$ cat src/rtl/mem_access_unit.sv
// ---------------------------------------------------------------------------
// mem_access_unit
//   M-stage data-memory access unit. Converts load/store requests from the
//   E/M register into a req/ready data-memory transaction, drives byte lanes
//   and strobes for stores, and aligns/extends load data for pipeline_W.
//   While a transaction waits it stalls F..M and kills the W-stage register
//   write. It flags misaligned accesses combinationally and raises a
//   registered one-cycle bus error when the memory does not answer in time.
//
// Parameters
//   TIMEOUT_CYCLES  WAIT cycles allowed before a bus error (>= 1)
//   CNT_W           wait-counter width, 2**CNT_W > TIMEOUT_CYCLES
//
// Ports
//   CLK, RESET          clock (rising edge), synchronous active-high reset
//   MemReadM/MemWriteM  load / store present in M
//   Funct3M             access size and signedness (B,H,W,BU,HU)
//   ALUResultM          byte address
//   WriteDataM          store data, LSB-justified
//   DMemReq/We/Addr/WStrb/WData   memory request side
//   DMemRData/DMemReady           memory response side
//   ReadDataM           aligned, extended load result
//   StallM              freeze F..M this cycle
//   KillWM              suppress RegWrite into pipeline_W this cycle
//   MisalignM           misaligned access presented (combinational)
//   BusErrM             bus timeout (registered one-cycle pulse)
// ---------------------------------------------------------------------------
module mem_access_unit #(
  parameter int TIMEOUT_CYCLES = 255,
  parameter int CNT_W          = 8
) (
  input  logic        CLK,
  input  logic        RESET,
  input  logic        MemReadM,
  input  logic        MemWriteM,
  input  logic [2:0]  Funct3M,
  input  logic [31:0] ALUResultM,
  input  logic [31:0] WriteDataM,
  output logic        DMemReq,
  output logic        DMemWe,
  output logic [31:0] DMemAddr,
  output logic [3:0]  DMemWStrb,
  output logic [31:0] DMemWData,
  input  logic [31:0] DMemRData,
  input  logic        DMemReady,
  output logic [31:0] ReadDataM,
  output logic        StallM,
  output logic        KillWM,
  output logic        MisalignM,
  output logic        BusErrM
);

  localparam logic [CNT_W-1:0] TIMEOUT_C = CNT_W'(TIMEOUT_CYCLES);

  typedef enum logic {
    S_IDLE = 1'b0,
    S_WAIT = 1'b1
  } state_t;

  state_t           r_state;
  state_t           w_state_nxt;
  logic [CNT_W-1:0] r_cnt;
  logic [CNT_W-1:0] w_cnt_nxt;
  logic             r_buserr;
  logic             w_buserr_nxt;

  logic             w_is_byte;
  logic             w_is_half;
  logic             w_unsigned;
  logic             w_access;
  logic             w_misalign;
  logic             w_valid;
  logic             w_req;
  logic             w_stall;
  logic             w_kill;
  logic             w_done;
  logic [3:0]       w_strb;
  logic [31:0]      w_wdata;
  logic [7:0]       w_lbyte;
  logic [15:0]      w_lhalf;
  logic [31:0]      w_load_ext;

  // Size decode; any encoding other than B/H/BU/HU behaves as a word access.
  assign w_is_byte  = (Funct3M == 3'b000) | (Funct3M == 3'b100);
  assign w_is_half  = (Funct3M == 3'b001) | (Funct3M == 3'b101);
  assign w_unsigned = Funct3M[2];

  assign w_access   = MemReadM | MemWriteM;
  assign w_misalign = w_is_half ? ALUResultM[0]
                                : (~w_is_byte & (ALUResultM[1:0] != 2'b00));
  assign w_valid    = w_access & ~w_misalign & ~RESET;

  // Store lanes: data replicated across the word, strobes pick the lanes.
  always_comb begin
    w_wdata = WriteDataM;
    w_strb  = 4'b1111;
    if (w_is_byte) begin
      w_wdata = {4{WriteDataM[7:0]}};
      w_strb  = 4'b0001 << ALUResultM[1:0];
    end else if (w_is_half) begin
      w_wdata = {2{WriteDataM[15:0]}};
      w_strb  = ALUResultM[1] ? 4'b1100 : 4'b0011;
    end
  end

  // Load alignment and sign/zero extension.
  always_comb begin
    case (ALUResultM[1:0])
      2'b00:   w_lbyte = DMemRData[7:0];
      2'b01:   w_lbyte = DMemRData[15:8];
      2'b10:   w_lbyte = DMemRData[23:16];
      default: w_lbyte = DMemRData[31:24];
    endcase
    w_lhalf = ALUResultM[1] ? DMemRData[31:16] : DMemRData[15:0];
    if (w_is_byte) begin
      w_load_ext = w_unsigned ? {24'b0, w_lbyte} : {{24{w_lbyte[7]}}, w_lbyte};
    end else if (w_is_half) begin
      w_load_ext = w_unsigned ? {16'b0, w_lhalf} : {{16{w_lhalf[15]}}, w_lhalf};
    end else begin
      w_load_ext = DMemRData;
    end
  end

  // Next-state and handshake outputs.
  always_comb begin
    w_state_nxt  = r_state;
    w_cnt_nxt    = r_cnt;
    w_buserr_nxt = 1'b0;
    w_req        = 1'b0;
    w_stall      = 1'b0;
    w_kill       = 1'b0;
    w_done       = 1'b0;
    if (RESET) begin
      // Any outstanding transaction is abandoned, never retried.
      w_state_nxt = S_IDLE;
      w_cnt_nxt   = '0;
    end else begin
      case (r_state)
        S_IDLE: begin
          w_cnt_nxt = '0;
          if (w_valid) begin
            w_req = 1'b1;
            if (DMemReady) begin
              w_done = 1'b1;
            end else begin
              w_stall     = 1'b1;
              w_kill      = 1'b1;
              w_state_nxt = S_WAIT;
              w_cnt_nxt   = CNT_W'(1);
            end
          end
        end
        default: begin
          // Inputs are frozen by StallM, so addr/data/strobes stay stable.
          if (DMemReady) begin
            w_req       = 1'b1;
            w_done      = 1'b1;
            w_state_nxt = S_IDLE;
            w_cnt_nxt   = '0;
          end else if (r_cnt == TIMEOUT_C) begin
            // Release the pipe but keep the bogus result out of W.
            w_kill       = 1'b1;
            w_buserr_nxt = 1'b1;
            w_state_nxt  = S_IDLE;
            w_cnt_nxt    = '0;
          end else begin
            w_req     = 1'b1;
            w_stall   = 1'b1;
            w_kill    = 1'b1;
            w_cnt_nxt = r_cnt + CNT_W'(1);
          end
        end
      endcase
    end
  end

  always_ff @(posedge CLK) begin
    if (RESET) begin
      r_state  <= S_IDLE;
      r_cnt    <= '0;
      r_buserr <= 1'b0;
    end else begin
      r_state  <= w_state_nxt;
      r_cnt    <= w_cnt_nxt;
      r_buserr <= w_buserr_nxt;
    end
  end

  assign DMemReq   = w_req;
  assign DMemWe    = w_req & MemWriteM;
  assign DMemAddr  = {ALUResultM[31:2], 2'b00};
  assign DMemWStrb = (w_req & MemWriteM) ? w_strb : 4'b0000;
  assign DMemWData = w_wdata;
  assign ReadDataM = (w_done & MemReadM) ? w_load_ext : 32'h0;
  assign StallM    = w_stall;
  assign KillWM    = w_kill;
  assign MisalignM = w_access & w_misalign & ~RESET;
  assign BusErrM   = r_buserr & ~RESET;

endmodule

$ cat config.mk
export PLATFORM = sky130hd
export DESIGN_NAME = mem_access_unit
export DESIGN_NICKNAME = d
export VERILOG_FILES = /design/src/rtl/mem_access_unit.sv
export SDC_FILE = /design/constraint.sdc
export NUM_CORES = 1
export LEC_CHECK = 0
export CAP_MARGIN = 20
export CORE_UTILIZATION = 28
export CTS_BUF_LIST = sky130_fd_sc_hd__clkbuf_8
export CTS_CLUSTER_DIAMETER = 40
export DETAILED_ROUTE_END_ITERATION = 7
export PLACE_DENSITY = 0.81
export RECOVER_POWER = 50
export SLEW_MARGIN = 40
export SYNTH_ARGS = -nofsm -noshare
export SYNTH_HDL_FRONTEND = slang
export SYNTH_SLANG_ARGS = --single-unit
$ cat constraint.sdc
create_clock -name CLK -period 1.7 [get_ports CLK]
set_input_delay 0.34 -clock CLK [delete_from_list [all_inputs] [get_ports CLK]]
set_output_delay 0.34 -clock CLK [all_outputs]
set_load 0.05 [all_outputs]
# ---- Word level (Yosys, flattened, before mapping)
# Index checks and enable logic that the tools add are counted.
dict set report op_classes {
  n_reduce_logical 4
  bitwise 15
  muxes 36
  n_eq_ne 6
  shift 1
  addsub 1
}
# op n
set op_table {}
lappend op_table {{$mux 32} 7}
lappend op_table {{$mux 8} 3}
lappend op_table {{$pmux 8 s3} 1}
lappend op_table {{$mux 1} 20}
lappend op_table {{$mux 16} 1}
lappend op_table {{$mux 4} 4}
lappend op_table {{$add 8x1->8 const B} 1}
lappend op_table {{$and 1x1->1} 8}
lappend op_table {{$eq 8x8->1 const B} 1}
lappend op_table {{$eq 3x3->1 const B} 2}
lappend op_table {{$not 1->1} 4}
lappend op_table {{$shl 1x2->4 const A} 1}
lappend op_table {{$eq 3x1->1 const B} 1}
lappend op_table {{$logic_not 3->1} 1}
lappend op_table {{$or 1x1->1} 3}
lappend op_table {{$reduce_or 3->1} 1}
lappend op_table {{$eq 2x1->1 const B} 1}
lappend op_table {{$eq 2x2->1 const B} 1}
lappend op_table {{$logic_not 2->1} 1}
lappend op_table {{$reduce_bool 2->1} 1}
dict set report word_totals {
  register_bits 10
  input_bits 104
}

# ---- Logic depth before layout (Yosys ltp)
dict set report depth {
  word_depth 13
  depth_mapped 6
  depth_no_buf 5
}

# ---- Worst setup path after synthesis
# No wires, ideal clock.
dict set report synth_path {
  path_kind {register to output}
  from {reg r_cnt[0]}
  to {out DMemWStrb[0]}
  arrival_time_ns 2.464
  path_stages_with_launch 6
  setup_slack_ns -1.104
  n_path_buf 0
  required_time_ns 1.360
  path_cell_list {dfxtp_1 -> ha_1 -> and4_1 -> nand4_1 -> a2bb2oi_1 -> and3b_1}
}
dict set report synth_via {
  elab_chain_cells 7
}
# element line
set synth_lines {}
lappend synth_lines {{start: declaration} 62} ;# logic [CNT_W-1:0] r_cnt;
lappend synth_lines {{start signal: assignment} 184} ;# r_cnt <= w_cnt_nxt;
lappend synth_lines {{$eq 8x8->1} 160} ;# end else if (r_cnt == TIMEOUT_C) begin
lappend synth_lines {{$mux 1} 160}
lappend synth_lines {{$mux 1} 155} ;# if (DMemReady) begin
lappend synth_lines {{$mux 1} 138} ;# case (r_state)
lappend synth_lines {{$mux 1} 133} ;# if (RESET) begin
lappend synth_lines {{via DMemReq} 39} ;# output logic DMemReq,
lappend synth_lines {{$and 1x1->1} 192} ;# assign DMemWStrb = (w_req & MemWriteM) ? w_strb : 4'b0000;
lappend synth_lines {{$mux 4} 192}
lappend synth_lines {{end: declaration} 42} ;# output logic [3:0] DMemWStrb,
# The timed path passes the listed nets, and every way through them passes these cells.

# ---- Final worst setup path
dict set report layout_path {
  from {in DMemRData[23]}
  to {out ReadDataM[11]}
}
dict set report layout_via {
  elab_chain_cells 4
}
# element line
set layout_lines {}
lappend layout_lines {{start: declaration} 44} ;# input logic [31:0] DMemRData,
lappend layout_lines {{$pmux 8 s3} 108} ;# case (ALUResultM[1:0])
lappend layout_lines {{$mux 32} 116} ;# w_load_ext = w_unsigned ? {24'b0, w_lbyte} : {{24{w_lbyte[7]}}, w_lbyte};
lappend layout_lines {{$mux 32} 115} ;# if (w_is_byte) begin
lappend layout_lines {{$mux 32} 194} ;# assign ReadDataM = (w_done & MemReadM) ? w_load_ext : 32'h0;
lappend layout_lines {{end: declaration} 46} ;# output logic [31:0] ReadDataM,
# No other way between the ends.

==> reports/summary.txt <==
Main combinational cell family by area after synthesis: compound AO/OA/AOI/OAI gates
Main flop type after synthesis: dfxtp_1
Synth Area in XOR/XNOR: 2.44%
Crit-path slowest cell: dlygate4sd2_1
CTS tree: done
Clock sinks: 10
Max Cap Violations: 0
# IOs: 210
Detail Route Antenna Nets: 0
Routing usage on met2: 52.6%
Outcome: finished with violations
Initial detailed-routing violation count: 216
Critical path class: in -> out
Synthesized cell area: 0.00216 mm^2
Diode count: 0
Antenna violations before repair: 0
Worst path buffer plus inverter count: 3
Core Footprint: 0.00733 mm^2
Post-synth EDFFs: 0
Post-DP HPWL: 7780 um
Synthesis Warnings: 0
PwrDens: 386 mW/mm^2
CTS buffer count: 3
Leak Pwr: 2.52 nW
Startpoint Class: input pin
Clock Latency Late Sink: 240 ps
Synth Area in Adders: 0.580%
CP delay by family, top: buffers and inverters
Layout cells sized above 1: 62.9%
RSZ-0062 raised after global routing: yes
Final critical-path required period: 2100 ps
Final Hold Vio Count: 0
Post-synth top area share: 15.0%
First-pass GRT wire length: 18300 um
Via density: 5.43
Die width: 89.8 um
Register area share after synthesis: 9.28%
Post-Syn Instances: 293
Vias in the first global route: 3475
Post-synthesis register bit count: 10
Synth Area in Compound Gates: 29.6%
Setup TNS: -13140 ps
Root buf cell: clkbuf_8
Crit path setup slack, layout: -396 ps
Global Route met3 Usage: 6.26%
Met1 usage: 30.3%
CP required: 1360 ps
First drt pass iteration count: 4
Layout Utilization: 78.8%
Reg area: 204 um^2
Initial Util: 29.4%
Distinct cells, synth: 49
CTS max path bufs: 2
Total routed wirelength: 12500 um
Worst-path fanout max: 6
Crit share post-route: 123%
Asr flop ratio synth: 0%
Layout Skew: 1.41 ps
H-tree Lvls: 1
Via count: 3188
CP peak stage delay: 320 ps
Die ar.: 0.00806 mm^2
# rows: 31
Mux cell area share after synthesis: 17.6%
Peak supply drop: 278 uV
Hold_buf cts: 0
Fin nets: 594
CP Cell Sequence: dlygate4sd2_1, mux2i_4, nor3_4, o21bai_4, buf_12, a221oi_4, buf_6
Placer Congestion: 0.853
DR DRC count: 0
Fillers: 376
Multi-input logic area: 0.00233 mm^2
Failing checks: negative setup slack
Hold Crit Class: reg -> reg
Synthesis-to-layout area growth: 168%
Area leader, netlist: buf_4
Top post-synthesis cells by area: buf_4, mux2_2, dfxtp_1, a21oi_1, mux2i_1
Final slew viol count: 0
Gr usage total: 28.2%
Routed WL per cell: 21.3 um
Grt ovf: 0
Simple-Gate Fraction of Synth Area: 19.0%
F_max: 477 MHz
Final setup vio count: 48
Worst setup EP type: primary output
Clk slew on worst S/H paths: 50 ps
Pin count of the biggest net entering global routing: 18
Port buffer count: 147
Die Y: 89.8 um
Arrival @ worst endpoint: 1760 ps
Most crowded layer after global routing: met2
Syn Area/Cell: 7.36 um^2
## per-layer routing
metal,up-vias,routed length [um]
met3,43,884
met5,-,0
li1,1414,-
met4,0,357
met1,1531,4620
met2,200,6640
## stage by stage
stage | cells | worst slack, ps | total power, mW | hold WS, ps | cell area (um^2)
after floorplan | 294 | -353 | 1.17 | 457 | 2640
after global placement | 557 | -711 | 1.62 | 500 | 4690
after detailed placement | 557 | -745 | 1.64 | 524 | 4690
after CTS | 581 | -482 | 2.16 | 542 | 5570
after global routing | 587 | -440 | 2.30 | 604 | 5780
final | 587 | -396 | 2.23 | 571 | 5780
## logic make-up (layout without fill, tap and decap cells)
family	count (synthesis)	after routing
multiplexers	35	35
adder cells (fa/ha/maj)	1	1
other	1	2
flip-flops	10	10
AND/OR/NAND/NOR	81	81
XOR/XNOR	6	6
AO/OA/AOI/OAI	87	87
buffers and inverters	72	266
## path summary, 6_finish.rpt
path,start,to,slack (ps),cells past startpoint
worst min-delay path,r_cnt[7],r_cnt[7],570,2
worst max register to register,r_cnt[1],r_cnt[0],240,7
worst max-delay path,DMemRData[23],ReadDataM[11],-400,7
worst min register to register,r_cnt[7],r_cnt[7],570,2
## flip-flops by register name, indices dropped and copies added (netlist names)
name / cells
r_cnt: 8
r_buserr: 1
r_state: 1
## where the power goes
part	internal, mW	total (mW)	switching [mW]
Sequential	0.239	0.242	0.00328
Combinational	0.811	1.68	0.874
Clock	0.204	0.302	0.0984
## cell usage in the layout (no fill, tap or decap), types with 4 or more instances in the layout
master / n
buf_4: 72
buf_12: 45
buf_6: 45
nand2_1: 29
clkdlybuf4s50_1: 28
dlygate4sd2_1: 19
a21oi_4: 17
dlymetal6s2s_1: 17
buf_8: 16
mux2_2: 13
nor2_1: 11
mux2_4: 10
inv_1: 9
a221oi_4: 9
mux2i_1: 8
o22ai_1: 8
nand2b_1: 7
dfxtp_1: 7
o21ai_2: 6
nor2b_1: 5
or3_4: 5
nand2b_4: 4
a21oi_2: 4
a22oi_1: 4
a31oi_4: 4
a21oi_1: 4
clkbuf_8: 4
## worst reg2reg max path, stage by stage, from the launching register on
cell      delay [ps]
dfxtp_2          350
ha_4             130
and4_4           210
nand4_1          150
buf_4            200
nand2b_4          80
buf_4            140
o21ai_0           80
## cell usage after synthesis (9+ instances only)
cell	instances
nand2_1	31
buf_4	43
dfxtp_1	10
o21ai_0	10
inv_1	9
a21oi_1	24
nor2_1	12
mux2_2	23
o22ai_1	11
nand2b_1	11
clkbuf_1	9
mux2i_1	12
## repair_timing
action | CTS | global route
gates resized for setup | 157 | 65
pin swaps | 27 | 30
endpoints found under the setup margin | 62 | 65
setup buffers | 15 | 15
cloned | 6 | 1
## layout make-up
type / instances / share of cell area [%]
clock buffers: 4 / 0.953
inverters: 10 / 0.693
multi-input cells: 212 / 40.4
flip-flops and latches: 10 / 3.53
well taps: 99 / 2.14
repair buffers: 252 / 52.3
Note: power is estimated with default switching activity, not from simulation.
